[src/rtl/down_counter_ctrl.sv]
// Loadable down counter with a registered one-cycle terminal-count pulse,
// supporting one-shot (stop at zero) and auto-reload operation.
module down_counter_ctrl #(
  parameter int unsigned WIDTH = 4
) (
  input  logic             clk,
  input  logic             rst,
  input  logic             load,
  input  logic [WIDTH-1:0] load_val,
  input  logic             en,
  input  logic             mode,
  output logic [WIDTH-1:0] q,
  output logic             tc,
  output logic             busy
);

  typedef enum logic [1:0] {
    IDLE = 2'd0,
    RUN  = 2'd1,
    DONE = 2'd2
  } state_t;

  state_t           state, state_nxt;
  logic [WIDTH-1:0] count, count_nxt;
  logic [WIDTH-1:0] reload, reload_nxt;
  logic             tc_r, tc_nxt;

  always_ff @(posedge clk or negedge rst) begin
    if (!rst) begin
      state  <= IDLE;
      count  <= '0;
      reload <= '0;
      tc_r   <= 1'b0;
    end else begin
      state  <= state_nxt;
      count  <= count_nxt;
      reload <= reload_nxt;
      tc_r   <= tc_nxt;
    end
  end

  // Load overrides everything, including an expiry in the same cycle.
  always_comb begin
    state_nxt  = state;
    count_nxt  = count;
    reload_nxt = reload;
    tc_nxt     = 1'b0;
    if (load) begin
      state_nxt  = RUN;
      count_nxt  = load_val;
      reload_nxt = load_val;
    end else begin
      unique case (state)
        RUN: begin
          if (en) begin
            if (count != '0) begin
              count_nxt = count - 1'b1;
            end else begin
              tc_nxt = 1'b1;
              if (mode) begin
                count_nxt = reload;
              end else begin
                state_nxt = DONE;
              end
            end
          end
        end
        DONE: count_nxt = '0;
        default: ;
      endcase
    end
  end

  assign q    = count;
  assign tc   = tc_r;
  assign busy = (state == RUN);

endmodule

[config.mk]
export PLATFORM = sky130hd
export DESIGN_NAME = down_counter_ctrl
export DESIGN_NICKNAME = d
export VERILOG_FILES = /design/src/rtl/down_counter_ctrl.sv
export SDC_FILE = /design/constraint.sdc
export NUM_CORES = 1
export LEC_CHECK = 0
export ABC_AREA = 1
export CAP_MARGIN = 10
export CORE_MARGIN = 3
export CORE_UTILIZATION = 45
export DETAILED_ROUTE_END_ITERATION = 10
export MAX_ROUTING_LAYER = met4
export PLACE_DENSITY = 0.76
export RECOVER_POWER = 50
export SLEW_MARGIN = 25
export SYNTH_ARGS = -nofsm -noshare
export SYNTH_HDL_FRONTEND = slang
export SYNTH_SLANG_ARGS = --single-unit
[constraint.sdc]
create_clock -name clk -period 2.49 [get_ports clk]
set_input_delay 0.498 -clock clk [delete_from_list [all_inputs] [get_ports clk]]
set_output_delay 0.498 -clock clk [all_outputs]
set_load 0.005 [all_outputs]
==> metrics, run 1 <==
status finished, final reports clean; max frequency 538.6 MHz; Worst EP required 1.99 ns; P_sw 237.7 µW; XOR/XNOR Fraction of Synth Area 1.389%; initial core utilization 52.50%; Die X 43.44 µm; Max Slew Vio Count 0; Clock power frac 18.4%; Tcrit/Tclk final 74.57%; share of cells above drive strength 1 14.00%; combinational power share 43.9%; post-synthesis mux area share 0%; Sw Ratio 36.91%; vias in the first global route 532; H-Tree Depth 1; area of the multi-input gates 300.3 µm²; core area 1201 µm²; CTS Buffer Depth 2; CP max stage cell clkdlybuf4s50_1; critical path peak fanout 3; peak-usage layer in the global routing report met2; RSZ-0062 raised after global routing no; Iteration-0 DRC Markers 8; Gate Count Post-Synth 83; fillcell total 106; critical path class reg2out; hold_ws 0.4861 ns; clock latency on the worst-skew pair 0.27 ns; CTS tree built; CTS Buf Count 3; Final Hold Vio Count 0; die footprint 1887 µm²; max-cap viol count 0; Synth Area in Simple Gates 34.72%; met1 GRT Util 17.60%; register share of total power 37.8%; r2r worst-path depth 9; Leak 0.4044 nW; CP startpoint state[1]; # hold bufs at CTS 0; Post-CTS Setup Repair Bufs 0; Net Count, Synth 94; I/O pin cnt 15; Worst-path clk slew 0.07 ns; worst hold path startpoint reload[3]; crit-path cells inv_1, nand2_1, clkinv_2, clkdlybuf4s50_1; Ys Warns 0; synthesized area per cell 7.598 µm²; Layout Skew 0.004168 ns; slowest stage delay, CP 0.49 ns; worst reg2reg setup slack 1.00 ns; # resized after CTS 0; internal power 406.3 µW; largest net degree at the start of global routing 13; clk root buf clkbuf_4; Die Span Y 43.44 µm; reg-to-reg startpoint q[0]; total track usage 15.38%; WL/cell 10.62 µm; VDD IR max 0.5741 mV; CTS Sinks 11; Port Buffers 14; Seq cells post-synth 11; RR Endpoint q[1]; post-synthesis compound-gate area fraction 7.540%; DR pass1 iterations 4; final setup vio count 0; combinational family with the most area after synthesis simple AND/OR/NAND/NOR gates; Seq/Total Area, Yosys 43.65%; Post-Synth Adder-Cell Area 3.968%; hpwl dp 990.4 µm; Slew HR 65.80%; M2 GR Usage 25.07%; Hold Path End reload[3]; Syn Std Cell Area 630.6 µm²; CP endpoint kind output pin; Final Util 67.40%; ANT cells 0; Routed WL 1.211 mm; via-per-instance ratio 5.018; post-route ant nets 0; GPL Wtd Cong 0.8495; min cycle time layout 1.857 ns; Layout Nets 112; Yosys cell types 18; Worst-Margin Slew 0.5113 ns; power per standard cell area 795.5 nW/µm²; Hold Path Depth 2; drc violations 0; Critical Path AT 1.36 ns; DR vias 572; gr ovfl total 0; initial antenna violation count 0; met3 usage 7.469%; HP Class reg2reg; first-pass GRT wire length 2.111 mm; register area 275.3 µm²; post-route setup TNS 0 ns; area growth from synthesis to layout 28.37%; FP Rows 12; CP startpoint kind flop
==> cell usage in the layout (no fill, tap or decap), types with 2 or more instances in the layout <==
cell             instances
clkdlybuf4s50_1         12
a21oi_1                  3
nand2_1                 27
nor2_4                   2
ha_1                     2
dlygate4sd3_1            2
nand3_1                  6
o21ai_2                  2
o21ai_0                  3
nand2_2                  3
dfrtp_1                 11
nor2_1                   5
nand4_1                  2
clkbuf_4                 3
inv_2                    2
inv_1                   10
==> power groups by stage <==
stage / Clock [mW] / Sequential (mW) / Combinational, mW
floorplan: 0 / 0.245 / 0.178
global placement: 0 / 0.247 / 0.282
detailed placement: 0 / 0.246 / 0.285
CTS: 0.124 / 0.243 / 0.287
global route: 0.130 / 0.250 / 0.320
finish: 0.118 / 0.243 / 0.282
==> cells in the mapped netlist <==
cell | count | area (µm²)
nand2_2 | 3 | 18.77
nand2_1 | 27 | 101.4
dfrtp_1 | 11 | 275.3
o21ai_2 | 2 | 17.52
nand3_2 | 1 | 10.01
nand3_1 | 6 | 30.03
inv_2 | 2 | 7.510
clkinv_2 | 1 | 5.000
nor2_4 | 2 | 22.52
a21oi_1 | 3 | 15.01
buf_2 | 1 | 5.000
o21ai_0 | 3 | 15.01
inv_1 | 10 | 37.54
xnor2_1 | 1 | 8.760
ha_1 | 2 | 25.02
nand4_1 | 2 | 12.51
nor3_1 | 1 | 5.000
nor2_1 | 5 | 18.77
==> sequential cells by signal, summed over array words and instances, names as in the netlist <==
name,flops
q,4
reload,4
state,2
tc,1
==> worst max-delay path by stage <==
stage                      end  slack (ns)
after floorplan           q[0]        1.13
after global placement    q[1]        0.66
after detailed placement  q[1]        0.63
after global routing      busy        0.57
after CTS                 busy        0.62
final                     busy        0.63
==> worst max-delay path, delay by kind of cell, from the launching register on <==
family | cells | cell delay [ns]
buffers and inverters | 3 | 0.65
AND/OR/NAND/NOR | 1 | 0.09
flip-flops | 1 | 0.36
==> stage by stage <==
step           setup slack, ns  instances  instance area, µm²  power [mW]
2_1_floorplan            1.129         83               630.6      0.4229
3_3_place_gp            0.6600        110               783.3      0.5289
3_5_place_dp            0.6339        110               783.3      0.5314
4_1_cts                 0.6228        114               809.5      0.6537
5_1_grt                 0.5712        114               809.5      0.6999
6_report                0.6332        114               809.5      0.6439
==> kinds of logic after synthesis <==
kind of cell	after synthesis
DFF	11
AOI/OAI and AO/OA	8
and+or+nand+nor	47
xor gates and xnor gates	1
buffers and inverters	14
adders and majority gates	2
==> final cells by class <==
cell class	instances	share of cell area, %
well taps	14	2.164
flip-flops and latches	11	34.00
inverters	13	6.182
repair buffers	14	17.31
clock buffers	4	3.246
multi-input cells	58	37.09
==> per-layer routing <==
metal,part of all wire (%),vias to the layer above
met5,0,-
met4,0.74,0
met3,5.7,2
met2,49,12
met1,45,262
li1,-,296
Power figures use the tool's default switching activity.
==> run 2, diff against run 1 <==
--- a/config.mk
+++ b/config.mk
@@ -8,10 +8,10 @@
 export ABC_AREA = 1
 export CAP_MARGIN = 10
 export CORE_MARGIN = 3
-export CORE_UTILIZATION = 45
+export CORE_UTILIZATION = 42
 export DETAILED_ROUTE_END_ITERATION = 10
 export MAX_ROUTING_LAYER = met4
-export PLACE_DENSITY = 0.76
+export PLACE_DENSITY = 0.75
 export RECOVER_POWER = 50
 export SLEW_MARGIN = 25
 export SYNTH_ARGS = -nofsm -noshare
==> constraint.sdc (replaced) <==
create_clock -name clk -period 1.62 [get_ports clk]
set_input_delay 0.324 -clock clk [delete_from_list [all_inputs] [get_ports clk]]
set_output_delay 0.324 -clock clk [all_outputs]
set_load 0.005 [all_outputs]
==> metrics, run 2 (synthesis gave the netlist of run 1 again) <==
status finished, final reports clean; Leak 0.4019 nW (-0.62%); commonest non-fill, non-tap cells in the layout nand2_1, clkdlybuf4s50_1, inv_1, dfrtp_1, nand3_1; CP endpoint kind output pin; hold_ws 0.4583 ns (-0.02776 ns); critical path class reg2out; share of cells above drive strength 1 16.83% (+2.8 points); Layout Skew 0.003794 ns (-0.0003741 ns); initial antenna violation count 0 (unchanged); CP startpoint kind flop; slowest stage delay, CP 0.52 ns (+0.03 ns); Final Hold Vio Count 0 (unchanged); Die X 44.75 µm (+3.0%); DR vias 576 (+0.70%); FP Rows 13 (+1); leading cell type in the layout, fill and taps excluded nand2_1; VDD IR max 0.8514 mV (+48%); CTS Buf Count 3 (unchanged); largest net degree at the start of global routing 12 (-1); Worst path top cell family by delay buffers and inverters; Final Power 1.000 mW (+55%); HP Class in2async; Die Span Y 44.75 µm (+3.0%); I/O pin cnt 15 (unchanged); max frequency 649.6 MHz; initial core utilization 46.71% (-5.8 points); vias in the first global route 575 (+8.1%); CP max stage cell clkdlybuf4s50_1; WL/cell 10.84 µm (+2.0%); Worst-Margin Slew 0.5113 ns (-0.00004596 ns); via-per-instance ratio 4.966 (-1.0%); gr ovfl total 0 (unchanged); CP Buf/Inv Count 1 (-2); core area 1350 µm² (+12%); total track usage 17.24% (+1.9 points); crit-path cells clkdlybuf4s50_1; power per standard cell area 1226 nW/µm² (+54%); H-Tree Depth 1 (unchanged); RSZ-0062 raised after global routing no; max-cap viol count 0 (unchanged); ANT cells 0 (unchanged); Slew HR 65.80% (about the same); post-route setup TNS 0 ns (unchanged); Critical Path AT 1.22 ns (-0.14 ns); GPL Wtd Cong 0.7927 (-6.7%); Layout Nets 113 (+0.89%); Routed WL 1.257 mm (+3.8%); hpwl dp 1.046 mm (+5.6%); CTS Sinks 11 (unchanged); clock latency on the worst-skew pair 0.27 ns (about the same); min cycle time layout 1.539 ns; Tcrit/Tclk final 95.03%; post-route ant nets 0 (unchanged); DR pass1 iterations 4 (unchanged); die footprint 2003 µm² (+6.1%); CTS Buffer Depth 2 (unchanged); critical path peak fanout 5 (+2); drc violations 0 (unchanged); first-pass GRT wire length 2.352 mm (+11%); area growth from synthesis to layout 29.36%; clk root buf clkbuf_4; Worst EP required 1.30 ns (-0.69 ns); Max Slew Vio Count 0 (unchanged); Worst-path clk slew 0.07 ns (about the same); Port Buffers 14 (unchanged); CTS tree built; final setup vio count 0 (unchanged); Iteration-0 DRC Markers 9 (+1); # hold bufs at CTS 0 (unchanged)
-- run 2: layer usage --
layer / global-route usage [%] / up-vias / wire length [µm] / part of all wire (%)
li1: - / 294 / - / -
met1: 19.50 / 266 / 567 / 45
met2: 26.65 / 11 / 602 / 48
met3: 4.781 / 5 / 47 / 3.7
met4: 10.84 / 0 / 39 / 3.1
met5: - / - / 0 / 0
-- run 2: cell type report --
type | instances | area [µm²]
fillers | 135 | 534.3
multi-input cells | 58 | 300.3
flip-flops and latches | 11 | 277.8
repair buffers | 15 | 142.6
inverters | 13 | 50.05
clock buffers | 4 | 26.28
well taps | 15 | 18.77
-- run 2: power by group --
part	switching, mW	total [mW]	internal, mW	leakage, nW
Sequential	0.0532	0.382	0.329	0.131
Combinational	0.227	0.429	0.202	0.256
Clock	0.0939	0.189	0.0954	0.0150
Total	0.374	1.00	0.626	0.402
-- run 2: stage by stage --
stage	area (µm²)	util (%)	cells	setup WS [ns]
after CTS	817.0	60.52	116	0.01605
after floorplan	630.6	-	83	0.2587
after global placement	792.0	58.67	112	0.1212
final	815.8	60.43	116	0.08054
after detailed placement	792.0	58.67	112	0.09212
after global routing	815.8	60.43	116	0.004386
-- run 2: final timing paths --
check	from	endpoint	slack, ns	depth (start not counted)
min in group clk	reload[3]	reload[3]	0.49	2
worst max register to register	q[0]	q[0]	0.12	9
worst min register to register	reload[3]	reload[3]	0.49	2
worst min-delay path	rst	tc	0.46	1
max in group asynchronous	rst	q[2]	0.79	1
worst max-delay path	q[3]	q[3]	0.08	1
-- run 2: repair_timing --
item	in CTS	in global routing
resized for setup	2	2
endpoints found under the setup margin	1	2
setup buffers	0	0
